$ cat config.mk
export PLATFORM = sky130hd
export DESIGN_NAME = sdram_req_bridge
export DESIGN_NICKNAME = d
export VERILOG_FILES = /design/src/rtl/sdram_req_bridge.sv
export SDC_FILE = /design/constraint.sdc
export NUM_CORES = 1
export LEC_CHECK = 0
export ABC_AREA = 0
export BUFFER_PORTS_ARGS = -buffer_cell sky130_fd_sc_hd__buf_2
export CORE_UTILIZATION = 24
export DETAILED_ROUTE_END_ITERATION = 10
export GPL_ROUTABILITY_DRIVEN = 0
export SETUP_SLACK_MARGIN = 0.5
export SLEW_MARGIN = 20
export SYNTH_ARGS = -nofsm -noshare
export SYNTH_HDL_FRONTEND = slang
export SYNTH_SLANG_ARGS = --single-unit
$ cat constraint.sdc
create_clock -name clk_sys -period 7.7 [get_ports clk_sys]
set_input_delay 1.155 -clock clk_sys [delete_from_list [all_inputs] [get_ports clk_sys]]
set_output_delay 1.155 -clock clk_sys [all_outputs]
set_load 0.1 [all_outputs]
$ cat src/rtl/sdram_req_bridge.sv
// Multi-client front end for a toggle-handshake SDRAM controller port: per-client
// trigger detect, pending slot plus one-deep queue, round-robin issue, ack/timeout tracking.
module sdram_req_bridge #(
  parameter int NCH     = 2,
  parameter int AW      = 16,
  parameter bit RETRIG  = 1'b1,
  parameter int TIMEOUT = 255
) (
  input  logic              clk_sys,
  input  logic              reset_n,
  input  logic [NCH-1:0]    cli_cs,
  input  logic [NCH-1:0]    cli_oe,
  input  logic [NCH-1:0]    cli_we,
  input  logic [NCH*AW-1:0] cli_a,
  input  logic [NCH*8-1:0]  cli_d,
  output logic [NCH*8-1:0]  cli_q,
  output logic [NCH-1:0]    cli_busy,
  output logic [NCH-1:0]    cli_err,
  output logic              sd_req,
  input  logic              sd_ack,
  output logic [AW-2:0]     sd_a,
  output logic [1:0]        sd_ds,
  output logic              sd_we,
  output logic [15:0]       sd_d,
  input  logic [15:0]       sd_q
);
  localparam int CW = (NCH > 1) ? $clog2(NCH) : 1;

  typedef enum logic [1:0] {SYNC, IDLE, WAIT} state_t;

  state_t            state_q, state_d;
  logic [CW-1:0]     rr_q, rr_d, cur_q, cur_d, pick, nxt;
  logic [7:0]        tmr_q, tmr_d;
  logic              sd_req_q, sd_req_d, sd_we_q, sd_we_d;
  logic [AW-2:0]     sd_a_q, sd_a_d;
  logic [1:0]        sd_ds_q, sd_ds_d;
  logic [15:0]       sd_d_q, sd_d_d;
  logic [NCH*8-1:0]  rdat_q, rdat_d;
  logic [NCH-1:0]    err_q, err_d;

  logic [NCH-1:0]    oe_prev_q, we_prev_q, rd_now, wr_now, trig;
  logic [NCH*AW-1:0] a_prev_q;

  logic [NCH-1:0]    slot_vld_q, slot_vld_d, slot_we_q, slot_we_d;
  logic [NCH*AW-1:0] slot_a_q, slot_a_d;
  logic [NCH*8-1:0]  slot_dat_q, slot_dat_d;
  logic [NCH-1:0]    qv_q, qv_d, q_we_q, q_we_d;
  logic [NCH*AW-1:0] q_a_q, q_a_d;
  logic [NCH*8-1:0]  q_dat_q, q_dat_d;

  logic              fin;
  logic              found;
  logic [AW-1:0]     pick_a;
  logic              cur_a0;

  assign rd_now = cli_cs & cli_oe;
  assign wr_now = cli_cs & cli_we;

  // Address retrigger applies only to held reads; a held write never re-issues.
  always_comb begin
    trig = '0;
    for (int i = 0; i < NCH; i++) begin
      trig[i] = (wr_now[i] & ~we_prev_q[i]) | (rd_now[i] & ~oe_prev_q[i]) |
                (RETRIG & rd_now[i] & ~wr_now[i] &
                 (cli_a[i*AW +: AW] != a_prev_q[i*AW +: AW]));
    end
  end

  always_comb begin
    found = 1'b0;
    pick  = rr_q;
    for (int k = 0; k < NCH; k++) begin
      if (!found && slot_vld_q[(int'(rr_q) + k) % NCH]) begin
        found = 1'b1;
        pick  = CW'((int'(rr_q) + k) % NCH);
      end
    end
  end

  assign pick_a = slot_a_q[int'(pick)*AW +: AW];
  assign cur_a0 = slot_a_q[int'(cur_q)*AW];
  assign nxt    = (cur_q == CW'(NCH - 1)) ? '0 : cur_q + CW'(1);

  always_comb begin
    state_d  = state_q;
    rr_d     = rr_q;
    cur_d    = cur_q;
    tmr_d    = tmr_q;
    sd_req_d = sd_req_q;
    sd_a_d   = sd_a_q;
    sd_ds_d  = sd_ds_q;
    sd_we_d  = sd_we_q;
    sd_d_d   = sd_d_q;
    rdat_d   = rdat_q;
    err_d    = '0;
    fin      = 1'b0;
    case (state_q)
      SYNC: if (sd_ack == sd_req_q) state_d = IDLE;
      IDLE: if (found) begin
        cur_d    = pick;
        tmr_d    = '0;
        sd_req_d = ~sd_req_q;
        sd_a_d   = pick_a[AW-1:1];
        sd_we_d  = slot_we_q[pick];
        sd_ds_d  = slot_we_q[pick] ? (pick_a[0] ? 2'b10 : 2'b01) : 2'b11;
        sd_d_d   = {2{slot_dat_q[int'(pick)*8 +: 8]}};
        state_d  = WAIT;
      end
      WAIT: if (sd_ack == sd_req_q) begin
        fin = 1'b1;
        if (!sd_we_q) rdat_d[int'(cur_q)*8 +: 8] = cur_a0 ? sd_q[15:8] : sd_q[7:0];
        rr_d    = nxt;
        state_d = IDLE;
      end else if (TIMEOUT != 0 && tmr_q == 8'(TIMEOUT - 1)) begin
        // Abandon without re-toggling sd_req; SYNC absorbs the late ack.
        fin          = 1'b1;
        err_d[cur_q] = 1'b1;
        rr_d         = nxt;
        state_d      = SYNC;
      end else begin
        tmr_d = tmr_q + 8'd1;
      end
      default: state_d = SYNC;
    endcase
  end

  // A client is in flight from its issue cycle until release; triggers then go to the queue.
  always_comb begin
    slot_vld_d = slot_vld_q;
    slot_we_d  = slot_we_q;
    slot_a_d   = slot_a_q;
    slot_dat_d = slot_dat_q;
    qv_d       = qv_q;
    q_we_d     = q_we_q;
    q_a_d      = q_a_q;
    q_dat_d    = q_dat_q;
    for (int i = 0; i < NCH; i++) begin
      if (fin && int'(cur_q) == i) begin
        slot_vld_d[i]           = qv_q[i];
        slot_we_d[i]            = q_we_q[i];
        slot_a_d[i*AW +: AW]    = q_a_q[i*AW +: AW];
        slot_dat_d[i*8 +: 8]    = q_dat_q[i*8 +: 8];
        qv_d[i]                 = 1'b0;
        if (trig[i] && qv_q[i]) begin
          qv_d[i]               = 1'b1;
          q_we_d[i]             = wr_now[i];
          q_a_d[i*AW +: AW]     = cli_a[i*AW +: AW];
          q_dat_d[i*8 +: 8]     = cli_d[i*8 +: 8];
        end else if (trig[i]) begin
          slot_vld_d[i]         = 1'b1;
          slot_we_d[i]          = wr_now[i];
          slot_a_d[i*AW +: AW]  = cli_a[i*AW +: AW];
          slot_dat_d[i*8 +: 8]  = cli_d[i*8 +: 8];
        end
      end else if (trig[i]) begin
        if ((state_q == WAIT && int'(cur_q) == i) ||
            (state_q == IDLE && found && int'(pick) == i)) begin
          qv_d[i]               = 1'b1;
          q_we_d[i]             = wr_now[i];
          q_a_d[i*AW +: AW]     = cli_a[i*AW +: AW];
          q_dat_d[i*8 +: 8]     = cli_d[i*8 +: 8];
        end else begin
          slot_vld_d[i]         = 1'b1;
          slot_we_d[i]          = wr_now[i];
          slot_a_d[i*AW +: AW]  = cli_a[i*AW +: AW];
          slot_dat_d[i*8 +: 8]  = cli_d[i*8 +: 8];
        end
      end
    end
  end

  always_ff @(posedge clk_sys or negedge reset_n) begin
    if (!reset_n) begin
      state_q    <= SYNC;
      rr_q       <= '0;
      cur_q      <= '0;
      tmr_q      <= '0;
      sd_req_q   <= 1'b0;
      sd_a_q     <= '0;
      sd_ds_q    <= 2'b11;
      sd_we_q    <= 1'b0;
      sd_d_q     <= '0;
      rdat_q     <= '0;
      err_q      <= '0;
      oe_prev_q  <= '0;
      we_prev_q  <= '0;
      a_prev_q   <= '0;
      slot_vld_q <= '0;
      qv_q       <= '0;
    end else begin
      state_q    <= state_d;
      rr_q       <= rr_d;
      cur_q      <= cur_d;
      tmr_q      <= tmr_d;
      sd_req_q   <= sd_req_d;
      sd_a_q     <= sd_a_d;
      sd_ds_q    <= sd_ds_d;
      sd_we_q    <= sd_we_d;
      sd_d_q     <= sd_d_d;
      rdat_q     <= rdat_d;
      err_q      <= err_d;
      oe_prev_q  <= rd_now;
      we_prev_q  <= wr_now;
      a_prev_q   <= cli_a;
      slot_vld_q <= slot_vld_d;
      qv_q       <= qv_d;
    end
  end

  // Request payloads are qualified by the valid flags and need no reset.
  always_ff @(posedge clk_sys) begin
    slot_we_q  <= slot_we_d;
    slot_a_q   <= slot_a_d;
    slot_dat_q <= slot_dat_d;
    q_we_q     <= q_we_d;
    q_a_q      <= q_a_d;
    q_dat_q    <= q_dat_d;
  end

  assign sd_req   = sd_req_q;
  assign sd_a     = sd_a_q;
  assign sd_ds    = sd_ds_q;
  assign sd_we    = sd_we_q;
  assign sd_d     = sd_d_q;
  assign cli_q    = rdat_q;
  assign cli_busy = slot_vld_q | qv_q;
  assign cli_err  = err_q;

endmodule
* After elaboration in Yosys (flattened, before gate mapping)
Cells that the tools add are included.
Operators by class: multiply operators 0, shift-type cells 4, div/mod/pow operators 0, bitwise logic cells 26, $lt $le $gt $ge 6, multiplexer cells 108, reduce and logical (&&, ||, !) cells 32, eq/ne operators 15, add/sub/neg operators 4
Operators with widths (count):
- $mux 16 | 18
- $mux 8 | 22
- $mux 1 | 55
- $neg 4->33 | 1
- $shift 8x33->16 const A | 1
- $shiftx 8x33->16 | 1
- $ne 16x16->1 | 2
- $shiftx 32x6->16 | 1
- $mux 2 | 9
- $bwmux 16 | 1
- $pmux 8 s2 | 1
- $shiftx 16x5->8 | 1
- $ne 2x2->1 const B | 6
- $reduce_and 2->1 | 6
- $reduce_and 3->1 | 4
- $reduce_bool 2->1 | 6
- $logic_and 1x1->1 | 11
- $not 1->1 | 10
- $add 8x1->8 const B | 1
- $and 1x1->1 | 8
- $eq 8x8->1 const B | 1
- $lt 1x2->1 const B | 3
- $lt 5x6->1 const B | 1
- $pmux 2 s3 | 1
- 17 further kinds | 24
Word-level totals: word-level logic and storage cells 225, ROM bits 0, RAM bits 0, memories 0, register bits 205, input port bits 73, output and inout port bits 55, bits in latches 0

* Logic depth before layout (Yosys ltp)
Gate-level depths: netlist (run 1).
depth after elaboration 13, depth in mapped cells 8, gate-level depth less buffers 7

* Worst setup path after synthesis (run 1)
OpenSTA, ideal clock, no wires.
path type input port to flip-flop, start point input sd_ack, end point register q_a_q[0], enable pin, stages 4, path slack 3.565 ns, path buffers 0, required time 7.254 ns, library setup time 0.446 ns, arrival time 3.689 ns, path through xor2_2 > o21a_1 > nor2_1 > a211oi_1
Between the ends: cells in the longest elaborated chain, start to end 6, elaborated cells on any way between the ends 8, those cells by class eq/ne (2); mux (2); reduce/logical (4)
RTL lines:
- from (decl) | line 20 | input logic sd_ack,
- $eq 1x1->1 * | line 109 | WAIT: if (sd_ack == sd_req_q) begin
- $mux 1 * | line 109
- $mux 1 * | line 97 | case (state_q)
- $logic_and 1x1->1 * | line 138 | if (fin && int'(cur_q) == i) begin
- $ne 2x1->1 (no source line) or $reduce_bool 2->1 (tied branches)
- $reduce_and 3->1 (no source line) *
- to (signal assigned) | line 216 | q_a_q <= q_a_d;
- to (decl) | line 48 | logic [NCH*AW-1:0] q_a_q, q_a_d;
Mark *: on every way between the ends. The rest lies on a longest branch, timed or not. A chain may end at the register's enable or synchronous reset.

* Worst setup path after layout (run 1)
start point input sd_ack, end point register q_a_q[8], enable pin
Same word-level chain as after synthesis.

==> out/metrics.cfg, run 1 <==
[drt]
first_pass_iters=6
routed-via-count=4786
wl_per_cell_um=17.1
viasPerCell=4.26
drc_errors=0
totalWireLength_um=19200
dr.first_iter.drc_count=409
antenna_left=0

[synth]
synth_nets=612
ys.flop_type=edfxtp_1
yosysSeqAreaShare_pct=67.2
yosysWarnings=0
ys_seq_elements=197
async_reset_ff_share_pct=49.2
synth_cell_types=55
postSynthAreaPerCell_um2=15.0
syn_inst=537
synth_edf_count=100
syn-cell-area_um2=8080

[power]
p_int_w=0.00232
switching_share_pct=47.5
p_comb_share_pct=42.9
total_power_w=0.00442
powerDensity_nw_per_um2=448
netSwitchingPower_w=0.00210
seqPwrFrac_pct=36.2
p_clk_share_pct=20.9
leakagePower_nw=4.14
irDropWorstVdd_v=0.000274

[placed_design]
place_ws_ns=4.16
io_buffers=127
postPlaceCellArea_um2=9230
dpl.hpwl_um=13700

[min_path]
hold_end=sd_a[8]
min_delay_path_depth=2
min_path_type=reg2reg
holdCritStartpoint=slot_a_q[9]

[timing]
fin_ws_ns=4.67
tightest_slew_ns=0.980
hold_violations=0
report.final.setup_viol=0
timing.fmax_ghz=0.330
finalClockSkew_ns=0.0164
rsz0062_at_grt=no
fin_tns_setup_ns=0
slew_violations=0
fin_crit_sh_pct=39.4
slew_headroom_pct=34.3
fin_crit_ns=3.03

[setup_path]
reg2reg_setup_slack_ns=5.02
cp-end-kind=flop
cpPeakStageDelay_ns=0.70
worstPathRequired_ns=7.83
critPathMaxFanout=14
r2r-start=sd_req
path_cells=buf_2 -> xor2_2 -> o21a_1 -> nor2_1 -> a211oi_4 -> buf_4
timing.rr.end=q_a_q[8]
crit_slowest_cell=a211oi_4
worstSetupStartpoint=sd_ack
setup.worst_path.class=in2reg
setup.worst_path.start_class=primary input
cp.arrival_ns=3.16
rr_worst_depth=5

[floorplan]
pin_count=128
die_area_um2=34400
start_util_pct=24.6
fp.dieW_um=186
rows=66
die_h_um=186
core_um2=32900

[cts]
post-cts-setup-buffer-count=0
cts_buffers=17
clock_latency_ns=0.44
root_buffer=clkbuf_16
clk_path_buf_depth=2
htreeDepth=4
cts_tree=done
holdBufCountCts=0
clk_pin_slew_worst_paths_ns=0.08
ctsResizeCount=0
cts.sinks=197

[layout]
design_area_um2=9860
register_area_um2=5430
post-route-util_pct=30.0
drive_above_1_share_pct=35.3
multi_input_area_um2=2420
finalNetCount=742
fillers=3331
area_delta_synth_final_pct=22.1

[global_routing]
antenna_found_initial=3
grt_max_degree=55
grt_pass1_vias=4774
grt_usage_pct=11.5
grt_pass1_wl_um=28800
overflow=0

[outcome]
run_status=finished, final reports clean

[job]
drv_cap=0

[registers in the layout (all words and copies together), names as in the netlist, 8 cells and up]
signal	cells
slot_a_q	32
sd_d	8
slot_dat_q	16
sd_a	15
cli_q	16
a_prev_q	32
q_a_q	32
q_dat_q	16
tmr_q	8
[per-stage QoR]
step / hold slack (ns) / cells
after floorplan: 0.455 / 537
after global routing: 0.501 / 1122
after CTS: 0.481 / 1122
final: 0.473 / 1124
after detailed placement: 0.468 / 1090
after global placement: 0.460 / 1090
[worst max-delay path, delay by kind of cell]
kind	cells	cell delay, ns
simple gates	1	0.15
buf+inv	2	0.50
xor+xnor	1	0.34
compound gates	2	1.01
[worst max-delay path by stage]
| stage | to | slack (ns) |
|---|---|---|
| global route | q_a_q[3] | 4.48 |
| floorplan | q_a_q[0] | 3.56 |
| finish | q_a_q[8] | 4.67 |
| detailed placement | q_a_q[7] | 4.16 |
| CTS | q_a_q[1] | 4.64 |
| global placement | q_a_q[9] | 4.24 |
[cell families after synthesis]
logic type	after synthesis	share of synthesized area [%]
buffers and inverters	55	3.47
muxes	58	9.83
and+or+nand+nor	103	6.91
xor gates and xnor gates	36	3.99
AOI/OAI and AO/OA	86	8.27
adders and majority gates	2	0.310
DFF	197	67.2
[synthesized netlist by cell type, drive strengths merged (7+ instances only)]
library cell  count  area share [%]
nor3             10            0.62
a222oi           23             2.8
clkbuf            7            0.33
nor2             32             1.5
buf              19             1.8
xnor2            35             3.8
inv              29             1.3
mux2i            10             1.3
o21ai            13            0.85
a21oi            23             1.4
nand2            12            0.56
mux2             48             8.5
dfrtp            95              29
edfxtp          100              37
nand4             9            0.77
[layer usage]
layer | up-vias | share of wire, % | GRT usage [%]
li1 | 2245 | - | -
met5 | - | 0.11 | 0
met3 | 15 | 5.6 | 3.23
met1 | 2362 | 44 | 14.7
met2 | 160 | 49 | 19.5
met4 | 4 | 0.66 | 2.41
[cell type report]
type	instances	share of cell area [%]
repair buffers	137	7.23
inverters	29	1.10
clock buffers	19	4.71
diodes	2	0.0507
well taps	442	5.61
clock inverters	13	1.65
multi-input cells	285	24.6
flip-flops and latches	197	55.1
[placed cells by master, fill, tap and decap left out, types with 3 or more instances in the layout]
cell type  count
nand3_1        6
nor2b_1        6
nand2b_1       6
inv_1         29
buf_2        126
or2_2          5
o21ai_0       10
nor2_1        32
a21oi_1       23
nor3_1         7
o211a_1        3
xnor2_1       35
o21a_1         3
buf_4         11
clkinv_8       4
dfrtp_1       95
and2_1         4
mux2i_1        9
clkbuf_16     18
mux2_4        40
nor3_2         3
nand2_1       12
edfxtp_1     100
a211oi_4       3
or3_1          5
nand4_1        8
mux2_2         8
a222oi_1      23
[power by group through the flow]
| stage | clock, W | sequential (W) | combinational (W) |
|---|---|---|---|
| 2_1_floorplan | 0 | 0.00236 | 0.000768 |
| 3_3_place_gp | 0 | 0.00162 | 0.00189 |
| 3_5_place_dp | 0 | 0.00163 | 0.00191 |
| 4_1_cts | 0.000944 | 0.00161 | 0.00192 |
| 5_1_grt | 0.000981 | 0.00163 | 0.00201 |
| 6_report | 0.000921 | 0.00160 | 0.00190 |
(Power assumes the default switching activity.)
==> run 2: changes to the inputs <==
Clock period 7.7 ns to 3.1 ns, I/O delays scaled along.
==> run 2 against run 1 <==
  * Flip-flop and latch count did not move
  * Critical endpoint is now slot_a_q[0]
  * Global-route usage increased by 0.16 points
  * Routed wire length increased by 2.1%
  * Power grew to 2.5 times the previous value
==> out/metrics.cfg, run 2 (synthesis gave the netlist of run 1 again) <==
[drt]
antenna_left=0  ; unchanged
drc_errors=0  ; unchanged
dr.first_iter.drc_count=471  ; was 409
wl_per_cell_um=17.3  ; was 17.1 um
first_pass_iters=6  ; unchanged
totalWireLength_um=19600  ; was 19200 um
viasPerCell=4.30  ; was 4.26
routed-via-count=4880  ; was 4786

[timing]
fin_crit_sh_pct=79.2
fin_crit_ns=2.46
fin_tns_setup_ns=0  ; unchanged
timing.fmax_ghz=0.407
tightest_slew_ns=1.00  ; was 0.980 ns
finalClockSkew_ns=0.0116  ; was 0.0164 ns
report.final.setup_viol=0  ; unchanged
hold_violations=0  ; unchanged
rsz0062_at_grt=no  ; unchanged
slew_violations=0  ; unchanged
slew_headroom_pct=33.2  ; was 34.3%

[layout]
finalNetCount=754  ; was 742
final_cell_mix=126 x buf_2, 100 x edfxtp_1, 94 x dfrtp_1  ; was 126 x buf_2, 100 x edfxtp_1, 95 x dfrtp_1
drive_above_1_share_pct=36.3  ; was 35.3%
reg.largest.list=a_prev_q (32), q_a_q (32), slot_a_q (32)  ; unchanged
design_area_um2=10000  ; was 9860 um^2
layout.cells.most_common=buf_2  ; unchanged
area_delta_synth_final_pct=23.7  ; was 22.1%
fillers=3360  ; was 3331

[power]
seqPwrFrac_pct=36.0  ; was 36.2%
p_int_w=0.00583  ; was 0.00232 W
switching_share_pct=47.4  ; was 47.5%
netSwitchingPower_w=0.00525  ; was 0.00210 W
p_comb_share_pct=43.9  ; was 42.9%
irDropWorstVdd_v=0.000872  ; was 0.000274 V
powerDensity_nw_per_um2=1110  ; was 448 nW/um^2
leakagePower_nw=4.21  ; was 4.14 nW
p_clk_share_pct=20.1  ; was 20.9%

[outcome]
run_status=finished, final reports clean  ; unchanged

[cts]
root_buffer=clkbuf_16  ; unchanged
ctsResizeCount=0  ; unchanged
cts_buffers=17  ; unchanged
clk_pin_slew_worst_paths_ns=0.07  ; was 0.08 ns
clk_path_buf_depth=2  ; unchanged
htreeDepth=4  ; unchanged
cts_tree=done  ; unchanged
cts.sinks=197  ; unchanged
clock_latency_ns=0.44  ; about the same

[min_path]
holdCritStartpoint=cli_a[15]  ; was slot_a_q[9]
min_delay_path_depth=1  ; was 2
hold_end=a_prev_q[15]  ; was sd_a[8]
min_path_type=in2reg  ; was reg2reg

[job]
drv_cap=0  ; unchanged

[floorplan]
die_h_um=186  ; unchanged
start_util_pct=24.6  ; unchanged
die_area_um2=34400  ; unchanged
fp.dieW_um=186  ; unchanged
pin_count=128  ; unchanged
core_um2=32900  ; unchanged
rows=66  ; unchanged

[setup_path]
reg2reg_setup_slack_ns=0.64  ; was 5.02 ns
cp.arrival_ns=2.64  ; was 3.16 ns
cpPeakStageDelay_ns=0.54  ; was 0.70 ns
cp-end-kind=flop  ; unchanged
setup.worst_path.start_class=flop  ; was primary input
timing.rr.end=slot_a_q[0]  ; was q_a_q[8]
path_cells=xnor2_1 -> nand4_1 -> nor4_4 -> o31ai_4 -> buf_12 -> mux2_4  ; was buf_2 -> xor2_2 -> o21a_1 -> nor2_1 -> a211oi_4 -> buf_4
rr_worst_depth=6  ; was 5
r2r-start=a_prev_q[14]  ; was sd_req
critPathMaxFanout=17  ; was 14
crit_slowest_cell=nor4_4  ; was a211oi_4
worstPathRequired_ns=3.28  ; was 7.83 ns
setup.worst_path.class=reg2reg  ; was in2reg

[global_routing]
grt_usage_pct=11.7  ; was 11.5%
grt_pass1_wl_um=29300  ; was 28800 um
grt_max_degree=51  ; was 55
antenna_found_initial=1  ; was 3
overflow=0  ; unchanged
grt_pass1_vias=4809  ; was 4774

[placed_design]
postPlaceCellArea_um2=9320  ; was 9230 um^2
dpl.hpwl_um=13700  ; about the same
io_buffers=127  ; unchanged

## run 2: power by group through the flow
stage          Sequential [W]  Combinational (W)  Clock [W]
2_1_floorplan         0.00585            0.00196          0
3_3_place_gp          0.00402            0.00480          0
3_5_place_dp          0.00404            0.00483          0
4_1_cts               0.00399            0.00492    0.00229
5_1_grt               0.00407            0.00514    0.00238
6_report              0.00398            0.00487    0.00223
## run 2: metrics by stage
| stage | worst slack (ns) | power [W] | hold WS, ns | cells | utilization [%] |
|---|---|---|---|---|---|
| after global routing | 0.512 | 0.0116 | 0.160 | 1133 | 30.4 |
| after detailed placement | 0.216 | 0.00887 | 0.451 | 1096 | 28.4 |
| after CTS | 0.679 | 0.0112 | 0.162 | 1133 | 30.4 |
| after global placement | 0.216 | 0.00882 | 0.447 | 1096 | 28.4 |
| after floorplan | 0.547 | 0.00781 | 0.169 | 537 | - |
| final | 0.645 | 0.0111 | 0.184 | 1134 | 30.4 |
## run 2: worst max-delay path by stage
stage | slack, ns | to | startpoint | cells past startpoint
after CTS | 0.68 | slot_a_q[0] | tmr_q[0] | 9
after detailed placement | 0.22 | slot_a_q[7] | cli_a[14] | 7
after global placement | 0.22 | slot_a_q[9] | cli_a[1] | 7
final | 0.64 | slot_a_q[0] | a_prev_q[14] | 6
after floorplan | 0.55 | q_a_q[0] | sd_req | 4
after global routing | 0.51 | slot_a_q[0] | tmr_q[0] | 9
## run 2: layout make-up
cell class | count | area [um^2] | share of cell area (%)
Clock inverter | 12 | 146 | 1.46
Clock buffer | 19 | 453 | 4.53
Sequential cell | 197 | 5430 | 54.4
Multi-Input combinational cell | 285 | 2430 | 24.3
Inverter | 29 | 109 | 1.09
Tap cell | 442 | 553 | 5.53
Antenna cell | 1 | 2.50 | 0.0250
Timing Repair Buffer | 149 | 868 | 8.69
## run 2: critical path, delay by kind of cell, from the launching register on
family	cells	cell delay (ns)
multiplexers	1	0.33
buffers and inverters	1	0.23
XOR/XNOR	1	0.24
flip-flops	1	0.38
AO/OA/AOI/OAI	1	0.24
AND/OR/NAND/NOR	2	0.74
## run 2: what timing repair did
| item | 4_1_cts | 5_1_grt |
|---|---|---|
| endpoints found under the hold margin | 26 | 0 |
| endpoints found under the setup margin | 34 | 0 |
| hold buffers | 1 | 0 |
| setup buffers | 5 | 0 |
## run 2: metal layers
| metal | part of all wire, % | global-route usage [%] | up-vias |
|---|---|---|---|
| li1 | - | - | 2276 |
| met1 | 47 | 15.6 | 2420 |
| met2 | 47 | 18.8 | 167 |
| met3 | 5.6 | 3.03 | 17 |
| met4 | 0.96 | 2.91 | 0 |
| met5 | 0 | 0 | - |
==> run 3: changes to the inputs <==
Settings changed: ABC_AREA 0 to 1.
Clock period 3.1 ns to 2.5 ns, I/O delays scaled along.
==> run 3 against run 2 <==
  * Sequential share of layout area down 2.9 points
  * Register-to-register slack worse by 0.20 ns
  * Fmax up 20%
  * Via count up 26%
  * Combinational power up 30%
  * Global-route usage down 0.31 points
  * Synthesized cell count up 55%
  * Worst setup slack worse by 0.20 ns
  * Clock power up 20%
  * Clock skew up 0.00066 ns
  * Critical path type unchanged
==> out/metrics.cfg, run 3 <==
[job]
drv_cap=0  ; unchanged

[cts]
cts.sinks=197  ; unchanged
cts_tree=done  ; unchanged
root_buffer=clkbuf_16  ; unchanged
clk_pin_slew_worst_paths_ns=0.08  ; was 0.07 ns
cts_buffers=17  ; unchanged
clk_path_buf_depth=2  ; unchanged
htreeDepth=4  ; unchanged
clock_latency_ns=0.44  ; about the same

[layout]
finalNetCount=1056  ; was 754
num_antenna_cells=0  ; was 1
final_cell_mix=232 x nand2_1, 133 x nand3_1, 126 x buf_2  ; was 126 x buf_2, 100 x edfxtp_1, 94 x dfrtp_1
layout.cells.most_common=nand2_1  ; was buf_2
reg.largest.list=a_prev_q (32), q_a_q (32), slot_a_q (32)  ; unchanged
drive_above_1_share_pct=28.2  ; was 36.3%
design_area_um2=10600  ; was 10000 um^2
register_area_um2=5440  ; was 5430 um^2
multi_input_area_um2=2660  ; was 2430 um^2
fillers=3547  ; was 3360
area_delta_synth_final_pct=24.6  ; was 23.7%

[synth]
yosysMostFrequentCell=nand2_1  ; was edfxtp_1
yosysWarnings=0  ; unchanged
ys_top_cells_by_count=241 x nand2_1, 133 x nand3_1, 100 x edfxtp_1  ; was 100 x edfxtp_1, 95 x dfrtp_1, 40 x mux2_4
ys_top_cells_by_area=edfxtp_1 35%, dfrtp_1 28%, nand2_1 11%  ; was edfxtp_1 37%, dfrtp_1 29%, mux2_4 7.4%
synth_nets=905  ; was 612
postSynthAreaPerCell_um2=10.2  ; was 15.0 um^2
synth_cell_types=33  ; was 55
async_reset_ff_share_pct=49.2  ; unchanged
yosysSeqAreaShare_pct=64.0  ; was 67.2%
ys_seq_elements=197  ; unchanged
yosysTopAreaCell=edfxtp_1  ; unchanged
syn-cell-area_um2=8480  ; was 8080 um^2
syn_inst=830  ; was 537
synth_edf_count=100  ; unchanged
synth_top_area_share_pct=35.4  ; was 37.2%
ys.flop_type=edfxtp_1  ; unchanged

[setup_path]
crit_top_cell=nand2_2
critPathMaxFanout=16  ; was 17
cp.arrival_ns=2.25  ; was 2.64 ns
setup.worst_path.class=reg2reg  ; unchanged
timing.rr.end=q_dat_q[14]  ; was slot_a_q[0]
cpPeakStageDelay_ns=0.38  ; was 0.54 ns
r2r-start=tmr_q[0]  ; was a_prev_q[14]
path_cells=inv_1 -> ha_2 -> nand2_2 -> nor2_4 -> nand2_2 -> o21ai_4 -> nand2_4 -> o21ai_2 -> inv_1 -> nand2_2 -> clkinvlp_4 -> buf_12  ; was xnor2_1 -> nand4_1 -> nor4_4 -> o31ai_4 -> buf_12 -> mux2_4
setup.worst_path.start_class=flop  ; unchanged
cp-end-kind=flop  ; unchanged
reg2reg_setup_slack_ns=0.45  ; was 0.64 ns
rr_worst_depth=12  ; was 6
crit_slowest_cell=dfrtp_1  ; was nor4_4
worstPathRequired_ns=2.70  ; was 3.28 ns

[floorplan]
die_h_um=190  ; was 186 um
fp.dieW_um=190  ; was 186 um
start_util_pct=24.5  ; was 24.6%
rows=68  ; was 66
core_um2=34600  ; was 32900 um^2
pin_count=128  ; unchanged
die_area_um2=36100  ; was 34400 um^2

[drt]
first_pass_iters=4  ; was 6
antenna_left=0  ; unchanged
viasPerCell=4.25  ; was 4.30
dr.first_iter.drc_count=383  ; was 471
totalWireLength_um=20800  ; was 19600 um
wl_per_cell_um=14.3  ; was 17.3 um
drc_errors=0  ; unchanged
routed-via-count=6157  ; was 4880

[power]
powerDensity_nw_per_um2=1320  ; was 1110 nW/um^2
p_clk_share_pct=19.2  ; was 20.1%
netSwitchingPower_w=0.00682  ; was 0.00525 W
leakagePower_nw=4.89  ; was 4.21 nW
switching_share_pct=49.0  ; was 47.4%
irDropWorstVdd_v=0.00141  ; was 0.000872 V
p_comb_share_pct=45.6  ; was 43.9%
p_int_w=0.00711  ; was 0.00583 W
seqPwrFrac_pct=35.2  ; was 36.0%

[timing]
slew_violations=0  ; unchanged
hold_violations=0  ; unchanged
rsz0062_at_grt=yes  ; was no
timing.fmax_ghz=0.487  ; was 0.407 GHz
fin_tns_setup_ns=0  ; unchanged
fin_ws_ns=0.446  ; was 0.645 ns
fin_crit_ns=2.05  ; was 2.46 ns
report.final.setup_viol=0  ; unchanged
fin_crit_sh_pct=82.2  ; was 79.2%
slew_headroom_pct=60.4  ; was 33.2%
hold_ws_ns=0.0954  ; was 0.184 ns
finalClockSkew_ns=0.0123  ; was 0.0116 ns
tightest_slew_ns=0.594  ; was 1.00 ns

[outcome]
run_status=finished, final reports clean  ; unchanged

[placed_design]
io_buffers=127  ; unchanged
postPlaceCellArea_um2=9690  ; was 9320 um^2
dpl.hpwl_um=14300  ; was 13700 um
place_ws_ns=0.220  ; was 0.216 ns

[min_path]
min_path_type=in2reg  ; unchanged
min_delay_path_depth=1  ; unchanged
holdCritStartpoint=cli_a[0]  ; was cli_a[15]
hold_end=a_prev_q[0]  ; was a_prev_q[15]

[global_routing]
busiest_layer=met2  ; unchanged
grtUsageMet2_pct=18.3  ; was 18.8%
use_met3_pct=2.77  ; was 3.03%
grt_pass1_vias=5763  ; was 4809
grt_usage_pct=11.4  ; was 11.7%
grt_max_degree=52  ; was 51
overflow=0  ; unchanged
grt_use_met1_pct=15.3  ; was 15.6%
grt_pass1_wl_um=31400  ; was 29300 um
antenna_found_initial=1  ; unchanged

[run 3: area by class of cell]
class | instances | area share [%]
Sequential cell | 197 | 51.4
Inverter | 84 | 3.12
Clock inverter | 13 | 1.14
Multi-Input combinational cell | 518 | 25.2
Tap cell | 455 | 5.38
Clock buffer | 19 | 4.19
Timing Repair Buffer | 163 | 9.57
[run 3: kinds of logic (layout without fill, tap and decap cells)]
group,count (synthesis),count (layout),share of synthesized area (%)
xor gates and xnor gates,4,4,0.413
AOI/OAI and AO/OA,25,25,1.81
DFF,197,197,64.0
adders and majority gates,2,2,0.295
and+or+nand+nor,461,463,24.0
muxes,24,24,3.19
buffers and inverters,117,279,6.22
[run 3: worst max-delay path: cells and delay by family, from the launching register on]
family          cells  cell delay, ns
compound gates      2            0.34
buf+inv             4            0.46
fa+ha+maj           1            0.17
flops               1            0.38
simple gates        5            0.45
[run 3: per-layer routing]
metal  part of all wire (%)  routed length (um)  vias up
li1                       -                   -     3016
met1                     46                9600     2925
met2                     47                9690      196
met3                    6.2                1290       18
met4                   0.89                 184        2
met5                  0.048                  10        -
[run 3: repair_timing]
| action | CTS | global route |
|---|---|---|
| cloned | 0 | 2 |
| buffers inserted | 14 | 4 |
| hold buffers | 1 | 0 |
| endpoints found under the setup margin | 152 | 156 |
| pin swaps | 3 | 5 |
| resized for setup | 10 | 29 |
| hold endpoints to repair | 37 | 0 |
[run 3: how the worst max path moves through the flow]
stage	startpoint	end	slack, ns	cells past startpoint
after floorplan	sd_req	slot_a_q[16]	0.36	5
after global placement	tmr_q[0]	q_dat_q[14]	0.23	12
after detailed placement	tmr_q[0]	q_a_q[23]	0.22	12
after CTS	tmr_q[0]	q_dat_q[14]	0.46	12
after global routing	tmr_q[0]	q_a_q[20]	0.36	12
final	tmr_q[0]	q_dat_q[14]	0.45	12
[run 3: through the flow]
stage | util [%] | total power, W | cells
global placement | 28.0 | 0.0110 | 1396
floorplan | - | 0.00983 | 830
finish | 30.5 | 0.0139 | 1449
detailed placement | 28.0 | 0.0111 | 1396
CTS | 30.0 | 0.0139 | 1443
global route | 30.5 | 0.0146 | 1449
[run 3: power groups by stage]
stage	registers, W	logic, W	clock network (W)
floorplan	0.00725	0.00258	0
global placement	0.00497	0.00606	0
detailed placement	0.00498	0.00613	0
CTS	0.00491	0.00622	0.00274
global route	0.00500	0.00676	0.00287
finish	0.00491	0.00635	0.00268
